==> src/rtl/integrator_dump_mc.sv <==
// integrator_dump_mc
// Multi-channel integrate-and-dump. Signed samples arrive time-multiplexed
// by channel. Each channel accumulates its own samples and, after DUMP_LEN
// accepted samples, hands the sum to a single-entry output slot. It then
// restarts from zero. Adds are saturating (SATURATE=1) or wrap (SATURATE=0).
// Either way, any overflow inside a window is reported with that window's
// result.
//
// Ports:
//   system1000       clock, rising edge
//   system1000_rstn  asynchronous active-low reset
//   clear            synchronous clear of all channel state and the output slot
//   in_valid/in_ready/in_ch/in_data      sample handshake
//   out_valid/out_ready/out_ch/out_data/out_sat  dump result handshake

// One channel's accumulator, sample counter and overflow flag.
// The lane exposes the would-be sum combinationally, so the top can capture
// it on the dump sample without an extra cycle.
module integrator_dump_mc_lane #(
    parameter int IN_WIDTH  = 10,
    parameter int ACC_WIDTH = 16,
    parameter int DUMP_LEN  = 8,
    parameter int SATURATE  = 1
) (
    input  logic                        system1000,
    input  logic                        system1000_rstn,
    input  logic                        clear,
    input  logic                        acc_en,
    input  logic signed [IN_WIDTH-1:0]  in_data,
    output logic                        dump,
    output logic signed [ACC_WIDTH-1:0] sum,
    output logic                        sat_win
);
    localparam int CNT_W = (DUMP_LEN > 1) ? $clog2(DUMP_LEN) : 1;
    localparam logic [CNT_W-1:0] LAST = CNT_W'(DUMP_LEN - 1);
    localparam logic [ACC_WIDTH-1:0] ACC_MAX = {1'b0, {(ACC_WIDTH-1){1'b1}}};
    localparam logic [ACC_WIDTH-1:0] ACC_MIN = {1'b1, {(ACC_WIDTH-1){1'b0}}};

    logic signed [ACC_WIDTH-1:0] acc;
    logic [CNT_W-1:0]            cnt;
    logic                        sat;
    logic signed [ACC_WIDTH:0]   wide;
    logic                        ovf;

    always_comb begin
        // One guard bit is enough: one sample can never push a sum past
        // twice the accumulator range.
        wide = {acc[ACC_WIDTH-1], acc}
             + {{(ACC_WIDTH+1-IN_WIDTH){in_data[IN_WIDTH-1]}}, in_data};
        ovf  = wide[ACC_WIDTH] ^ wide[ACC_WIDTH-1];
        sum  = wide[ACC_WIDTH-1:0];
        if (ovf && SATURATE != 0)
            sum = wide[ACC_WIDTH] ? ACC_MIN : ACC_MAX;
        dump    = acc_en & (cnt == LAST);
        sat_win = sat | ovf;
    end

    always_ff @(posedge system1000 or negedge system1000_rstn) begin
        if (!system1000_rstn) begin
            acc <= '0;
            cnt <= '0;
            sat <= 1'b0;
        end else if (clear) begin
            acc <= '0;
            cnt <= '0;
            sat <= 1'b0;
        end else if (acc_en) begin
            if (cnt == LAST) begin
                acc <= '0;
                cnt <= '0;
                sat <= 1'b0;
            end else begin
                acc <= sum;
                cnt <= cnt + 1'b1;
                sat <= sat | ovf;
            end
        end
    end
endmodule

module integrator_dump_mc #(
    parameter int IN_WIDTH  = 10,
    parameter int ACC_WIDTH = 16,
    parameter int CHANNELS  = 4,
    parameter int DUMP_LEN  = 8,
    parameter int SATURATE  = 1,
    parameter int CH_W      = (CHANNELS > 1) ? $clog2(CHANNELS) : 1
) (
    input  logic                        system1000,
    input  logic                        system1000_rstn,
    input  logic                        clear,
    input  logic                        in_valid,
    output logic                        in_ready,
    input  logic [CH_W-1:0]             in_ch,
    input  logic signed [IN_WIDTH-1:0]  in_data,
    output logic                        out_valid,
    input  logic                        out_ready,
    output logic [CH_W-1:0]             out_ch,
    output logic signed [ACC_WIDTH-1:0] out_data,
    output logic                        out_sat
);
    typedef struct packed {
        logic [CH_W-1:0]      ch;
        logic [ACC_WIDTH-1:0] data;
        logic                 sat;
    } result_t;

    typedef enum logic {EMPTY, FULL} slot_e;

    slot_e   state_q, state_d;
    result_t dump_res, out_q;
    logic    load;
    logic    accept;
    logic    dump_any;

    logic [CHANNELS-1:0]                lane_en;
    logic [CHANNELS-1:0]                lane_dump;
    logic [CHANNELS-1:0]                lane_sat;
    logic [CHANNELS-1:0][ACC_WIDTH-1:0] lane_sum;

    assign out_valid = (state_q == FULL);
    assign in_ready  = !clear & (!out_valid | out_ready);
    assign accept    = in_valid & in_ready;

    // Channel indices past CHANNELS-1 match no lane, so they are consumed
    // without touching any state.
    for (genvar g = 0; g < CHANNELS; g++) begin : g_lane
        assign lane_en[g] = accept & (in_ch == CH_W'(g));

        integrator_dump_mc_lane #(
            .IN_WIDTH (IN_WIDTH),
            .ACC_WIDTH(ACC_WIDTH),
            .DUMP_LEN (DUMP_LEN),
            .SATURATE (SATURATE)
        ) u_lane (
            .system1000     (system1000),
            .system1000_rstn(system1000_rstn),
            .clear          (clear),
            .acc_en         (lane_en[g]),
            .in_data        (in_data),
            .dump           (lane_dump[g]),
            .sum            (lane_sum[g]),
            .sat_win        (lane_sat[g])
        );
    end

    // At most one lane is enabled per cycle, so the dump mux is a plain
    // one-hot select.
    always_comb begin
        dump_any = |lane_dump;
        dump_res = '0;
        for (int i = 0; i < CHANNELS; i++) begin
            if (lane_dump[i]) begin
                dump_res.ch   = CH_W'(i);
                dump_res.data = lane_sum[i];
                dump_res.sat  = lane_sat[i];
            end
        end
    end

    // A dump while FULL is only possible when out_ready drains the slot in
    // the same cycle, because in_ready holds off samples otherwise. A new
    // result therefore never overwrites one that has not been taken.
    always_comb begin
        state_d = state_q;
        load    = 1'b0;
        if (clear) begin
            state_d = EMPTY;
        end else if (dump_any) begin
            state_d = FULL;
            load    = 1'b1;
        end else if (state_q == FULL && out_ready) begin
            state_d = EMPTY;
        end
    end

    always_ff @(posedge system1000 or negedge system1000_rstn) begin
        if (!system1000_rstn) begin
            state_q <= EMPTY;
            out_q   <= '0;
        end else begin
            state_q <= state_d;
            if (clear)
                out_q <= '0;
            else if (load)
                out_q <= dump_res;
        end
    end

    assign out_ch   = out_q.ch;
    assign out_data = out_q.data;
    assign out_sat  = out_q.sat;
endmodule

==> config.mk <==
export PLATFORM = sky130hd
export DESIGN_NAME = integrator_dump_mc
export DESIGN_NICKNAME = d
export VERILOG_FILES = /design/src/rtl/integrator_dump_mc.sv
export SDC_FILE = /design/constraint.sdc
export NUM_CORES = 1
export LEC_CHECK = 0
export CORE_MARGIN = 2
export CORE_UTILIZATION = 34
export DETAILED_ROUTE_END_ITERATION = 6
export GPL_ROUTABILITY_DRIVEN = 0
export SLEW_MARGIN = 20
export SYNTH_ARGS = -nofsm -noshare
export SYNTH_HDL_FRONTEND = slang
export SYNTH_SLANG_ARGS = --single-unit
==> constraint.sdc <==
create_clock -name system1000 -period 4.33 [get_ports system1000]
set_input_delay 0.866 -clock system1000 [delete_from_list [all_inputs] [get_ports system1000]]
set_output_delay 0.866 -clock system1000 [all_outputs]
set_load 0.1 [all_outputs]
# After elaboration in Yosys (flattened, before gate mapping)
# Cells that the tools add are included.
# classes
add_sub_neg	8
mul	0
n_div	0
magnitude_cmp	0
n_eq_ne	7
shift	0
mux	55
bitwise_logic	19
n_reduce_logical	11
# ops
cell	n
$mux 16	20
$mux 19	4
$add 16x10->17	4
$mux 3	12
$mux 18	1
$mux 1	17
$mux 17	1
$add 3x1->3 const B	4
$eq 3x3->1 const B	4
$and 1x1->1	10
$reduce_bool 2->1	5
$or 1x1->1	5
$eq 2x2->1 const B	2
$reduce_or 4->1	1
$xor 1x1->1	4
$reduce_bool 3->1	1
$eq 2x1->1 const B	1
$logic_not 1->1	2
$logic_not 2->1	1
$logic_and 1x1->1	1
# word_totals
ff_bits	100
latch_bits	0
mem_bits_rw	0
romBits	0
in_bits	17
output_inout_bits	21
wordCells	116
memories	0

# Longest topological paths before layout
# depth
word_depth	12
depth_mapped	12
ltp_nobuf	10

# Modules after synthesis
# Synthesis repeated with hierarchy kept, for this count alone.
# hier_totals
cells_unflattened	994
area_unflattened_um2	8904.8
# by_module_without_submodules
mod	n_inst	cells_each	area_per_inst_um2	seq_area_each_um2
integrator_dump_mc_lane at g_lane[2].u_lane ...	2	215	1906.8	500.5
integrator_dump_mc_lane at g_lane[1].u_lane	1	220	1918.1	500.5
integrator_dump_mc_lane at g_lane[0].u_lane	1	203	1841.8	500.5
integrator_dump_mc	1	141	1331.3	500.5

# Worst setup path before layout
# Ideal clock, no wire load.
# synth_path
kind	input port to flip-flop
start	input clear
end	register out_q, in the netlist out_data[1]
setup_time_ns	0.104
arrival_ns	3.444
slack_ns	0.782
path_stages	9
path_buffers	2
path_cell_list	clkbuf_1 -> inv_1 -> and2_1 -> and3_1 -> clkbuf_1 -> nand2_1 -> a31oi_1 -> a222oi_1 -> a221oi_1
# synth_between
elab_chain_len	11
word_cells_on_any_way	21
classes_between	mux (8); bitwise (10); reduce/logical (3)
# synth_lines
element	line_no	rtl
from (decl)	91	input logic clear,
$logic_not 1->1 (*)	122	assign in_ready = !clear & (!out_valid | out_ready);
$and 1x1->1 (*)	122	
via in_ready	93	output logic in_ready,
$and 1x1->1 (*)	123	assign accept = in_valid & in_ready;
$and 1x1->1	128	assign lane_en[g] = accept & (in_ch == CH_W'(g));
$and 1x1->1	54	dump = acc_en & (cnt == LAST);
$mux 17	153	if (lane_dump[i]) begin
$mux 18	153	
$mux 19 (2 in series)	153	
$mux 19	185	else if (load)
$mux 19	183	if (clear)
to (signal assigned)	186	out_q <= dump_res;
to (decl)	111	result_t dump_res, out_q;
# The timed path passes the listed nets; every way through them passes the cells marked *. The select of a mux whose other input is x is not followed.
# A chain may end at the register's enable or synchronous reset.

# Worst setup path in the final report
# layout_path
start	input in_data[0]
end	register out_q, in the netlist out_data[14]
# layout_between
elab_chain_len	9
word_cells_on_any_way	22
classes_between	add/sub (4); mux (14); bitwise (4)
# layout_lines
element	line_no	rtl
from (decl)	95	input logic signed [IN_WIDTH-1:0] in_data,
$add 16x10->17	49	+ {{(ACC_WIDTH+1-IN_WIDTH){in_data[IN_WIDTH-1]}}, in_data};
$mux 16 / $xor 1x1->1 (equally long branches)	53, 50	
$mux 16	52	if (ovf && SATURATE != 0)
$mux 17	153	
$mux 18	153	
$mux 19	153	
$mux 19 (*)	153	
$mux 19 (*)	185	
$mux 19 (*)	183	
# Mark *: on every way between the ends. The rest lies on a longest branch, timed or not. The select of a mux whose other input is x is not followed.

==> run_results.csv <==
group,metric,value,unit
run_status,status,"completed",
power,power_frac_clock,32.4,%
hold_path,hp-class,"reg -> reg",
finish,n_fill_cell,2361,
timing,setup_violations,0,
timing,worst_pin_slew,991,ps
timing,finalClockSkew,15.1,ps
placed_design,placed_area,9470,um^2
power,cell_internal_pwr,1770,uW
power,p_sw_share,34.6,%
grt,grt_usage,22.2,%
setup_path,cp-end-kind,"register",
timing,rsz0062_at_grt,"false",
setup_path,worst-path-max-fanout,12,
hold_path,hold_path_depth,2,
setup_path,worst_setup_path_start_kind,"input pin",
logic_synthesis,ys_seq_elements,100,
setup_path,crit_path_max_incr_delay,450,ps
logic_synthesis,ys_seq_area_share,31.1,%
grt,antenna_found_initial,0,
detailed_routing,antenna_left,0,
logic_synthesis,ys.flop_type,"dfrtp_1",
setup_path,cp_slowest_cell,"a2111oi_0",
setup_path,crit_buf_inv,3,
power,power.density,277,nW/um^2
grt,grt_pass1_wl,42100,um
cts,ctsLongestPathBuffers,2,
placed_design,dp_hpwl,21000,um
floorplan,die-area,24900,um^2
grt,grt_pass1_vias,7531,
hold_path,min_to,"g_lane[3].u_lane.acc[3]",
detailed_routing,vias_per_cell,5.66,
power,switching_power,936,uW
setup_path,required,4570,ps
setup_path,cp.arrival,4150,ps
cts,clkLatencyLatePin,370,ps
logic_synthesis,yosys_warnings,0,
power,fin_total_pwr,2710,uW
finish,final_common_cell,"nand2_1",
logic_synthesis,netlist_area,8060,um^2
timing,finalCritPeriodShare,90.5,%
setup_path,path_cells,"clkdlybuf4s50_1, buf_4, ha_1, fa_1, a21oi_1, o2111ai_1, a2111oi_0, nor2_1, a21oi_1, a22oi_2, buf_12, a21oi_1, nor4_1",
power,pwr-share-comb,31.0,%
floorplan,die_h,158,um
finish,most-common-layout-cells,"115 x nand2_1, 100 x dfrtp_1, 99 x buf_4, 83 x o21ai_0, 80 x a21oi_1",
power,p_leak,0.00448,uW
detailed_routing,vias,7754,
power,irDropWorstVdd,155,uV
finish,final_cell_area,9780,um^2
cts,cts_setup_buffers,0,
timing,maxSlewViolCount,0,
detailed_routing,dr.pass1.iters,6,
finish,drive_above_1_share,13.2,%
setup_path,path_delay_family,"compound AO/OA/AOI/OAI gates",
cts,cts_repair_resize_count,0,
cts,clk_pin_slew,80,ps
cts,cts_tree,"done",
timing,hold_violations,0,
cts,postCtsHoldBufs,0,
finish,synthToLayoutAreaGrowth,21.4,%
power,pwr-share-seq,36.6,%
timing,period_needed,3920,ps
detailed_routing,drc,0,
cts,cts_buffers,9,
logic_synthesis,synth_edf_count,0,
setup_path,reg2reg_depth,11,
setup_path,crit_start,"in_data[0]",
logic_synthesis,synth_nets,1022,
finish,multi_input_area,5380,um^2
finish,nets,1140,
placed_design,port-buffer-count,37,
setup_path,rrSetupSlack,1120,ps
hold_path,min_from,"g_lane[3].u_lane.acc[3]",
timing,relSlewSlack,33.7,%
grt,grt_max_degree,47,
job,cap_violations,0,
cts,clock_sinks,100,
logic_synthesis,yosysUniqueCellTypes,76,
floorplan,fp.coreArea,23300,um^2
timing,fmax,0.255,GHz
setup_path,r2r_start,"g_lane[3].u_lane.acc[0]",
floorplan,die_w,158,um
finish,diodes,0,
floorplan,start_util,34.5,%
floorplan,io_pins,38,
logic_synthesis,synthCells,929,
setup_path,reg2reg_to,"out_data[14]",
logic_synthesis,postSynthAreaPerCell,8.67,um^2
detailed_routing,routed_wl,26700,um
grt,grt-ovfl-total,0,
cts,ctsHtreeMaxLevel,3,
setup_path,crit_top_cell,"a21oi_1",
detailed_routing,drt_iter0_drc,774,
setup_path,critical_path_class,"in -> reg",
detailed_routing,wl_per_cell,19.5,um
finish,final_util,41.9,%
cts,cts_root_buf,"clkbuf_16",
logic_synthesis,async_flop_share,100,%
finish,regArea,2500,um^2
floorplan,rows,56,
timing,final.setup.tns,0,ps
==> synthesized netlist by cell type, drive strengths merged (5+ instances only) <==
library cell  count  area, um^2
a211o             7        61.3
a211oi           13         108
a21o             22         165
a21oi            81         409
a221oi            9        78.8
a22o             26         228
a31oi            10        62.6
a32o              9        90.1
a41oi             6        75.1
and2             12        77.6
and3              6        37.5
buf               7        50.1
clkbuf           23        86.3
dfrtp           100        2500
ha               72         901
inv              10        37.5
maj3             11         110
nand2           115         432
nand2b            6        37.5
nand3            27         135
nand4             7        43.8
nor2             65         246
nor2b            13        81.3
nor3             23         130
o211ai           16         120
o21a             16         120
o21ai            89         445
o221ai            5        43.8
o31ai             6        45.0
xnor2            30         263
xor2             17         149
==> tightest hold or removal path: cells and delay by family, from the launching register on <==
kind            cells  cell delay, ps
compound gates      1              60
simple gates        1              50
flops               1             350
==> per-layer routing <==
layer / global-route usage [%] / vias to the layer above / wire [um]
li1: - / 3773 / -
met1: 30.6 / 3732 / 12500
met2: 33.8 / 207 / 11800
met3: 5.06 / 42 / 1660
met4: 8.37 / 0 / 778
met5: 0 / - / 0
==> cells by family after synthesis <==
family	synth area share [%]
xor gates and xnor gates	5.11
AOI/OAI and AO/OA	31.2
muxes	0.373
buffers and inverters	2.16
and+or+nand+nor	16.6
adders and majority gates	13.5
DFF	31.1
==> stage by stage <==
| stage | cells | worst slack (ps) | hold slack, ps |
|---|---|---|---|
| 5_1_grt | 1370 | 196 | 511 |
| 2_1_floorplan | 929 | 782 | 443 |
| 4_1_cts | 1370 | 428 | 495 |
| 6_report | 1370 | 412 | 492 |
| 3_3_place_gp | 1355 | 105 | 459 |
| 3_5_place_dp | 1355 | 47.0 | 477 |
==> final cells by class <==
type	instances	share of cell area, %
multi-input combinational	789	55.0
timing repair buffer	137	11.8
inverter	10	0.384
clock inverter	6	0.806
clock buffer	9	2.30
sequential	100	25.6
tap	319	4.08
==> power groups by stage <==
stage	Sequential, uW	Combinational (uW)	Clock (uW)
CTS	991	832	888
global route	996	920	931
floorplan	1000	524	0
detailed placement	1010	829	0
global placement	1010	822	0
finish	991	840	876
==> how the worst max path moves through the flow <==
stage	depth (start not counted)	to
final	13	out_data[14]
after global routing	13	out_data[13]
after CTS	13	out_data[14]
after detailed placement	13	out_data[14]
after global placement	13	out_data[5]
after floorplan	9	out_data[1]
==> flip-flops by register name, indices dropped and copies added, names as in the netlist <==
name,flops
out_data,16
out_valid,1
g_lane.u_lane.acc,64
g_lane.u_lane.sat,4
g_lane.u_lane.cnt,12
out_sat,1
out_ch,2
No activity file was read; power rests on OpenSTA's default activity.
